--- src/rtl/bmult_10x10.sv ---
// bmult_10x10: 10x10 radix-4 Booth multiplier with a single registered
// 20-bit product (1-cycle latency, one multiply per clock).
// Optional build macro BMULT_SIGNED_EN selects two's complement operands
// and product; when undefined, operands and product are unsigned.

// One Booth partial-product row: selects 0/+-A/+-2A from a 3-bit digit
// window and returns the row with its sign bit inverted, ready for the
// constant sign-extension correction applied in the reduction.
module bmult_booth_pp (
    input  logic [2:0]  i_dig,
    input  logic [11:0] i_a,
    output logic [11:0] o_pp,
    output logic        o_neg
);
    logic        w_one;
    logic        w_two;
    logic [11:0] w_mag;
    logic [11:0] w_sel;

    assign w_one = i_dig[0] ^ i_dig[1];
    assign w_two = (i_dig[2] & ~i_dig[1] & ~i_dig[0]) |
                   (~i_dig[2] & i_dig[1] & i_dig[0]);
    // Digit 111 is -0: treated as +0 so no correction bit is injected.
    assign o_neg = i_dig[2] & ~(i_dig[1] & i_dig[0]);

    // Magnitude select and conditional inversion (the +1 goes in the LSB column).
    always_comb begin
        w_mag = 12'h000;
        if (w_one)
            w_mag = i_a;
        else if (w_two)
            w_mag = {i_a[10:0], 1'b0};
        w_sel = o_neg ? ~w_mag : w_mag;
        o_pp  = {~w_sel[11], w_sel[10:0]};
    end
endmodule

module bmult_10x10 (
    input  logic        clk,
    input  logic        rst,
    input  logic [9:0]  A,
    input  logic [9:0]  B,
    output logic [19:0] P
);
`ifdef BMULT_SIGNED_EN
    localparam int NPP = 5;
`else
    localparam int NPP = 6;
`endif
    localparam int BW = 2 * NPP + 1;
    // Inverting each row's sign bit adds 2^(11+2i) per row; this constant
    // is minus that sum mod 2^20 (identical for 5 and 6 rows since the
    // sixth term lands at 2^21).
    localparam logic [19:0] SE_CONST = 20'h55800;

    logic [BW-1:0]         w_bext;
    logic [11:0]           w_aext;
    logic [NPP-1:0][11:0]  w_pp;
    logic [NPP-1:0]        w_neg;
    logic [19:0]           w_corr;
    logic [19:0]           w_sum;
    logic [19:0]           w_cry;
    logic [19:0]           w_row;
    logic [18:0]           w_maj;
    logic [19:0]           w_prod;

    // B with the implicit zero below bit 0; A extended to the 12-bit +-2A range.
`ifdef BMULT_SIGNED_EN
    assign w_bext = {B, 1'b0};
    assign w_aext = {{2{A[9]}}, A};
`else
    assign w_bext = {2'b00, B, 1'b0};
    assign w_aext = {2'b00, A};
`endif

    genvar gi;
    generate
        for (gi = 0; gi < NPP; gi++) begin : g_pp
            bmult_booth_pp u_pp (
                .i_dig (w_bext[2*gi+2 -: 3]),
                .i_a   (w_aext),
                .o_pp  (w_pp[gi]),
                .o_neg (w_neg[gi])
            );
        end
    endgenerate

    // Carry-save reduction: the correction row (sign constant plus the
    // per-row +1 bits, which occupy disjoint columns) seeds the carry row,
    // then each shifted partial product is folded in with a 3:2 compressor.
    always_comb begin
        w_corr = SE_CONST;
        for (int i = 0; i < NPP; i++)
            w_corr[2*i] = w_neg[i];
        w_sum = {8'h00, w_pp[0]};
        w_cry = w_corr;
        w_row = 20'h00000;
        w_maj = 19'h00000;
        for (int i = 1; i < NPP; i++) begin
            w_row = {8'h00, w_pp[i]} << (2 * i);
            w_maj = (w_sum[18:0] & w_cry[18:0]) |
                    (w_sum[18:0] & w_row[18:0]) |
                    (w_cry[18:0] & w_row[18:0]);
            w_sum = w_sum ^ w_cry ^ w_row;
            w_cry = {w_maj, 1'b0};
        end
    end

    // Final carry-propagate add, result taken mod 2^20.
    assign w_prod = w_sum + w_cry;

    // Single output register; reset clears it immediately.
    always_ff @(posedge clk or posedge rst) begin
        if (rst)
            P <= 20'h00000;
        else
            P <= w_prod;
    end
endmodule

--- config.mk ---
export PLATFORM = sky130hd
export DESIGN_NAME = bmult_10x10
export DESIGN_NICKNAME = d
export VERILOG_FILES = /design/src/rtl/bmult_10x10.sv
export SDC_FILE = /design/constraint.sdc
export NUM_CORES = 1
export LEC_CHECK = 0
export ABC_AREA = 1
export CAP_MARGIN = 20
export CORE_ASPECT_RATIO = 0.75
export CORE_UTILIZATION = 40
export CTS_CLUSTER_DIAMETER = 200
export DETAILED_ROUTE_END_ITERATION = 6
export PLACE_DENSITY = 0.69
export SETUP_SLACK_MARGIN = 0.5
export SYNTH_ARGS = -nofsm -noshare
export SYNTH_HDL_FRONTEND = slang
export SYNTH_SLANG_ARGS = --single-unit
--- constraint.sdc ---
create_clock -name clk -period 0.8 [get_ports clk]
set_input_delay 0.24 -clock clk [delete_from_list [all_inputs] [get_ports clk]]
set_output_delay 0.24 -clock clk [all_outputs]
set_load 0.005 [all_outputs]
# After elaboration in Yosys (flattened, before gate mapping)
# Cells that the tools add are included.
[totals] reg_bits=20 latch_bits=0 ram_bits=0 romBits=0 input_bits=22 output_inout_bits=20 word_cells=110 n_memories=0
[classes] add_sub_neg=1 multipliers=0 n_div=0 n_lt_le_gt_ge=0 eq_ne=0 shift=0 muxes=16 n_bitwise=92 n_reduce_logical=0
[ops] op="19-bit bitwise OR" count=9
[ops] op="19-bit AND" count=8
[ops] op="12-bit 2-to-1 mux" count=10
[ops] op="20-bit bitwise XOR" count=5
[ops] op="12-bit NOT" count=5
[ops] op="11-bit 2-to-1 mux" count=5
[ops] op="19-bit by 16-bit AND with 19-bit output" count=2
[ops] op="19-bit by 18-bit AND with 19-bit output" count=2
[ops] op="1-bit AND" count=25
[ops] op="20-bit adder" count=1
[ops] op="19-bit by 20-bit bitwise XOR with 20-bit output" count=1
[ops] op="20-bit by 16-bit bitwise XOR with 20-bit output" count=1
[ops] op="20-bit by 18-bit bitwise XOR with 20-bit output" count=1
[ops] op="12-bit by 19-bit AND with 19-bit output" count=1
[ops] op="19-bit by 14-bit AND with 19-bit output" count=1
[ops] op="1-bit NOT" count=19
[ops] op="19-bit by 14-bit bitwise OR with 19-bit output" count=1
[ops] op="12-bit by 19-bit bitwise XOR with 19-bit output" count=1
[ops] op="19-bit by 14-bit bitwise XOR with 19-bit output" count=1
[ops] op="12-bit by 14-bit AND with 14-bit output" count=1
[ops] op="10-bit 2-to-1 mux" count=1
[ops] op="1-bit bitwise OR" count=4
[ops] op="1-bit bitwise XOR" count=4

# Depth between registers and ports, before layout
[logic_depth] word_depth=25 mapped_depth=26 mapped_depth_nobuf=26

# Hierarchy
# A second synthesis with hierarchy kept.
[unflattened] hier_cells=921 hier_area_um2=6012.0
[by_module_without_submodules] mod="bmult_booth_pp" n_inst=6 cells_per_inst=106 area_each_um2=566.8 seq_area_each_um2=0.0
[by_module_without_submodules] mod="bmult_10x10" n_inst=1 cells_per_inst=285 area_each_um2=2611.3 seq_area_each_um2=500.5

# Least setup slack after synthesis
# OpenSTA, ideal clock, no wires.
[synth_timing] kind="input -> register" start="in B[1]" end="reg P[15]" setup_ns=0.125 arrival_time_ns=4.266 required_time_ns=0.675 path_slack_ns=-3.591 path_stages=19 n_path_buf=1 cell_sequence="ha_1 inv_2 clkbuf_1 o211ai_1 nand2_1 fa_1 fa_1 fa_1 fa_1 fa_1 inv_1 ha_1 nand2_1 inv_1 nand2_1 nand3_1 nand2_1 nand2_1 xor2_1"
[synth_via] elab_chain_len=23 word_cells_on_any_way=55 classes_between="1 x add/sub; 6 x mux; 48 x bitwise"
[synth_rtl] element="start, declared" line="42" rtl="input logic [9:0] B,"
[synth_rtl] element="1-bit NOT" line="21" rtl="assign w_two = (i_dig[2] & ~i_dig[1] & ~i_dig[0]) |"
[synth_rtl] element="1-bit AND" line="21"
[synth_rtl] element="1-bit bitwise OR" line="21"
[synth_rtl] element="11-bit 2-to-1 mux" line="31" rtl="else if (w_two)"
[synth_rtl] element="12-bit 2-to-1 mux" line="29" rtl="if (w_one)"
[synth_rtl] element="12-bit NOT" line="33" rtl="w_sel = o_neg ? ~w_mag : w_mag;"
[synth_rtl] element="12-bit 2-to-1 mux" line="33"
[synth_rtl] element="12-bit by 14-bit AND with 14-bit output" line="102" rtl="(w_sum[18:0] & w_row[18:0]) |"
[synth_rtl] element="(+8 left out)"
[synth_rtl] element="19-bit AND" line="101" rtl="w_maj = (w_sum[18:0] & w_cry[18:0]) |"
[synth_rtl] element="19-bit bitwise OR" line="101"
[synth_rtl] element="19-bit bitwise OR" line="102"
[synth_rtl] element="19-bit AND" line="101"
[synth_rtl] element="19-bit bitwise OR" line="101"
[synth_rtl] element="19-bit bitwise OR" line="102"
[synth_rtl] element="20-bit adder (*)" line="110" rtl="assign w_prod = w_sum + w_cry;"
[synth_rtl] element="named net w_prod[15]" line="65" rtl="logic [19:0] w_prod;"
[synth_rtl] element="end signal, assigned" line="117" rtl="P <= w_prod;"
[synth_rtl] element="end, declared" line="43" rtl="output logic [19:0] P"
# Mark *: on every way through the listed nets, which the timed path passes. The rest lies on a longest branch.

# Worst setup path after layout
[layout_timing] start="in B[1]" end="reg P[13]"
# The elaborated chain is that of the path after synthesis.

==> run metrics <==
Bufs on Longest Clock Path=2; Post-Syn Area per Cell=6.859 um^2; most used cell, CP=fa_1; RSZ-0062 raised after global routing=yes; number of global-route vias before repair=4,821; Top delay family on crit path=adder cells; Final WS setup=-3.350 ns; sequential share of power=0.065; die area=about 11,000 um^2; critical path required time=between 0.9 and 1 ns; n_diodes=0; status=finished, violations left; Distinct cells, synth=30; fin crit share=5.188; number of flip-flops under the largest register name=20; Die X=approximately 120 um; Seq/Total Area, Yosys=0.1196; DRC viols=0; DR iter-0 viols=280; final hold violations=0; maximum fanout along the worst path=8; Final Util=0.6692; CTS tree=built; CTS sink cnt=20; failing checks=setup timing; IO Pins=42; Synth area leaders=fa_1 (19%), nand2_1 (17%), dfrtp_1 (12%); Final min period=4.150 ns; Sw Share=0.4634; max frequency=0.2410 GHz; crit path kind=in2reg; worst rel slew slack=0.7866; P per Cell Area=between 4000 and 5000 nW/um^2; CP max stage cell=fa_1; critical path depth=20; via count=slightly below 5,000; Biggest register=P; post-synthesis register bit count=20; most common cell after layout, fill and taps aside=nand2_1; Wirelength per Cell=between 10 and 15 um; fin nets=a little under 900; total gr overflow=0; Gate Count Post-Synth=just over 600; standard-cell row count=31; Root Buffer=clkbuf_16; Starting Density=0.4230; PortBufs=between 40 and 50; First-pass DRT Iterations=7; critical path capture point type=flop; DIE HEIGHT=a little over 90 um; CTS clk-pin slew, worst paths=roughly 0.070 ns; via/cell ratio=5.293; combinational share of power=0.881; largest net degree at the start of global routing=17; Most Crowded Layer GR=met2; M3 GR Usage=0.02652; leakage=about 3.3 nW; H-tree levels=1; Peak VDD IR=~0.0036 V; Worst Path Buf+Inv=6; Final setup violation count=39; most frequent cells in the layout=nand2_1 (164), buf_4 (113), inv_1 (70); first-pass GRT wire length=about 22,000 um; GRT Total Usage=0.2513; setup TNS=-54.52 ns; initial antenna violation count=0; drt total wl=~13,000 um; mapped cell area=4184 um^2; Synth Warn #=0; largest area contributor in the netlist=fa_1; GPL Wtd Cong=around 0.86; Worst setup endpoint=P[13]$_DFF_PP0_; # fillers=about 840; CP Launch Point=B[1]; Max Transition Viols Final=0; Post-CTS Hold Buffers=0; net switching power=12.54 mW; top flop regs=P x20; CP Cell Sequence=buf_8, ha_4, inv_8, buf_8, o211ai_1, nand2_1, ha_1, inv_2, fa_1, fa_1, fa_1, fa_1, inv_2, ha_4, nand2_1, nand2_2, a21oi_2, nand2_2, buf_4, xor2_1; Detailed Place HPWL=between 10,000 and 15,000 um; clock buffer count from CTS=3; Syn-to-layout area delta=58.19%; post-route ant nets=0; Max-Cap Viols=0; worst-margin pin slew=0.3198 ns; met1 capacity usage during global routing=0.3378; met2 layer usage reported by global route=0.4301; post-synth top area share=0.1866; syn_nets=around 700; CP arrival=about 4.3 ns; Worst path max stage delay=about 0.54 ns; Core ar.=~10000 um^2; share of post-route cells with drive strength above 1=0.4000; critical path launch point type=input port; hold crit path type=in2async; Clk pwr share=0.054; Internal=14.52 mW
worst min path at each step:
stage / from / slack, ns / depth (start not counted) / endpoint
final: rst / 0.06 / 4 / P[12]$_DFF_PP0_
after detailed placement: rst / 0.63 / 3 / P[11]$_DFF_PP0_
after global placement: rst / 0.63 / 3 / P[11]$_DFF_PP0_
after CTS: rst / 0.08 / 4 / P[12]$_DFF_PP0_
after floorplan: rst / 0.09 / 1 / P[0]$_DFF_PP0_
after global routing: rst / 0.07 / 4 / P[12]$_DFF_PP0_
worst min-delay path, delay by kind of cell:
family	cells	cell delay (ns)
buf+inv	4	0.40
power by group through the flow:
stage	clock network (mW)	logic [mW]	registers [mW]
2_1_floorplan	0	13.2	1.87
3_3_place_gp	0	20.0	1.79
3_5_place_dp	0	20.6	1.79
4_1_cts	1.50	22.1	1.76
5_1_grt	1.56	26.5	1.80
6_report	1.47	23.8	1.76
synth_stat cells, drive strengths merged:
cell      n
and3      1
xor2     12
o21bai    6
a21oi    10
nand4     6
and2      1
xnor2     2
o21ai    45
nand2   188
dfrtp    20
clkbuf    8
a31oi     3
o211ai   40
a21o      1
fa       39
buf      15
ha       39
nand3    59
inv      98
clkinv    1
nor2     16
per-stage QoR:
step           setup slack, ns  hold WS, ns  total power [mW]  instances  instance area, um^2
2_1_floorplan           -3.273      0.09262             15.05        610                 4588
3_3_place_gp            -3.995       0.6347             21.78        878                 5926
3_5_place_dp            -4.110       0.6285             22.42        878                 5926
4_1_cts                 -3.335      0.08389             25.33        897                 6396
5_1_grt                 -3.495      0.07247             29.82        907                 6619
6_report                -3.350      0.06042             27.07        907                 6619
timing repair:
item                                    4_1_cts  5_1_grt
pin swaps                                    60       59
gates cloned                                  2        0
resized for setup                           211       43
endpoints found under the setup margin       60       43
buffers inserted                             13       10
final cells by class:
type,instances,area [um^2],area share
clock buffers,3,75.07,0.01134
clock inverters,1,30.03,0.004537
inverters,99,397.9,0.06011
multi-input cells,468,3836,0.5796
flip-flops and latches,20,500.5,0.07561
well taps,132,165.2,0.02495
repair buffers,184,1614,0.2439
kinds of logic after synthesis:
family | Yosys count | synth area share
flops | 20 | 0.1196
simple gates | 271 | 0.2733
buf+inv | 122 | 0.1181
xor+xnor | 14 | 0.02931
compound gates | 105 | 0.1564
fa+ha+maj | 78 | 0.3032
metal layers:
metal | wire length, um | share of wire
met1 | 5871 | 0.44
met2 | 6315 | 0.48
met3 | 843 | 0.064
met4 | 209 | 0.016
met5 | 0 | 0
No activity file was read; power rests on OpenSTA's default activity.
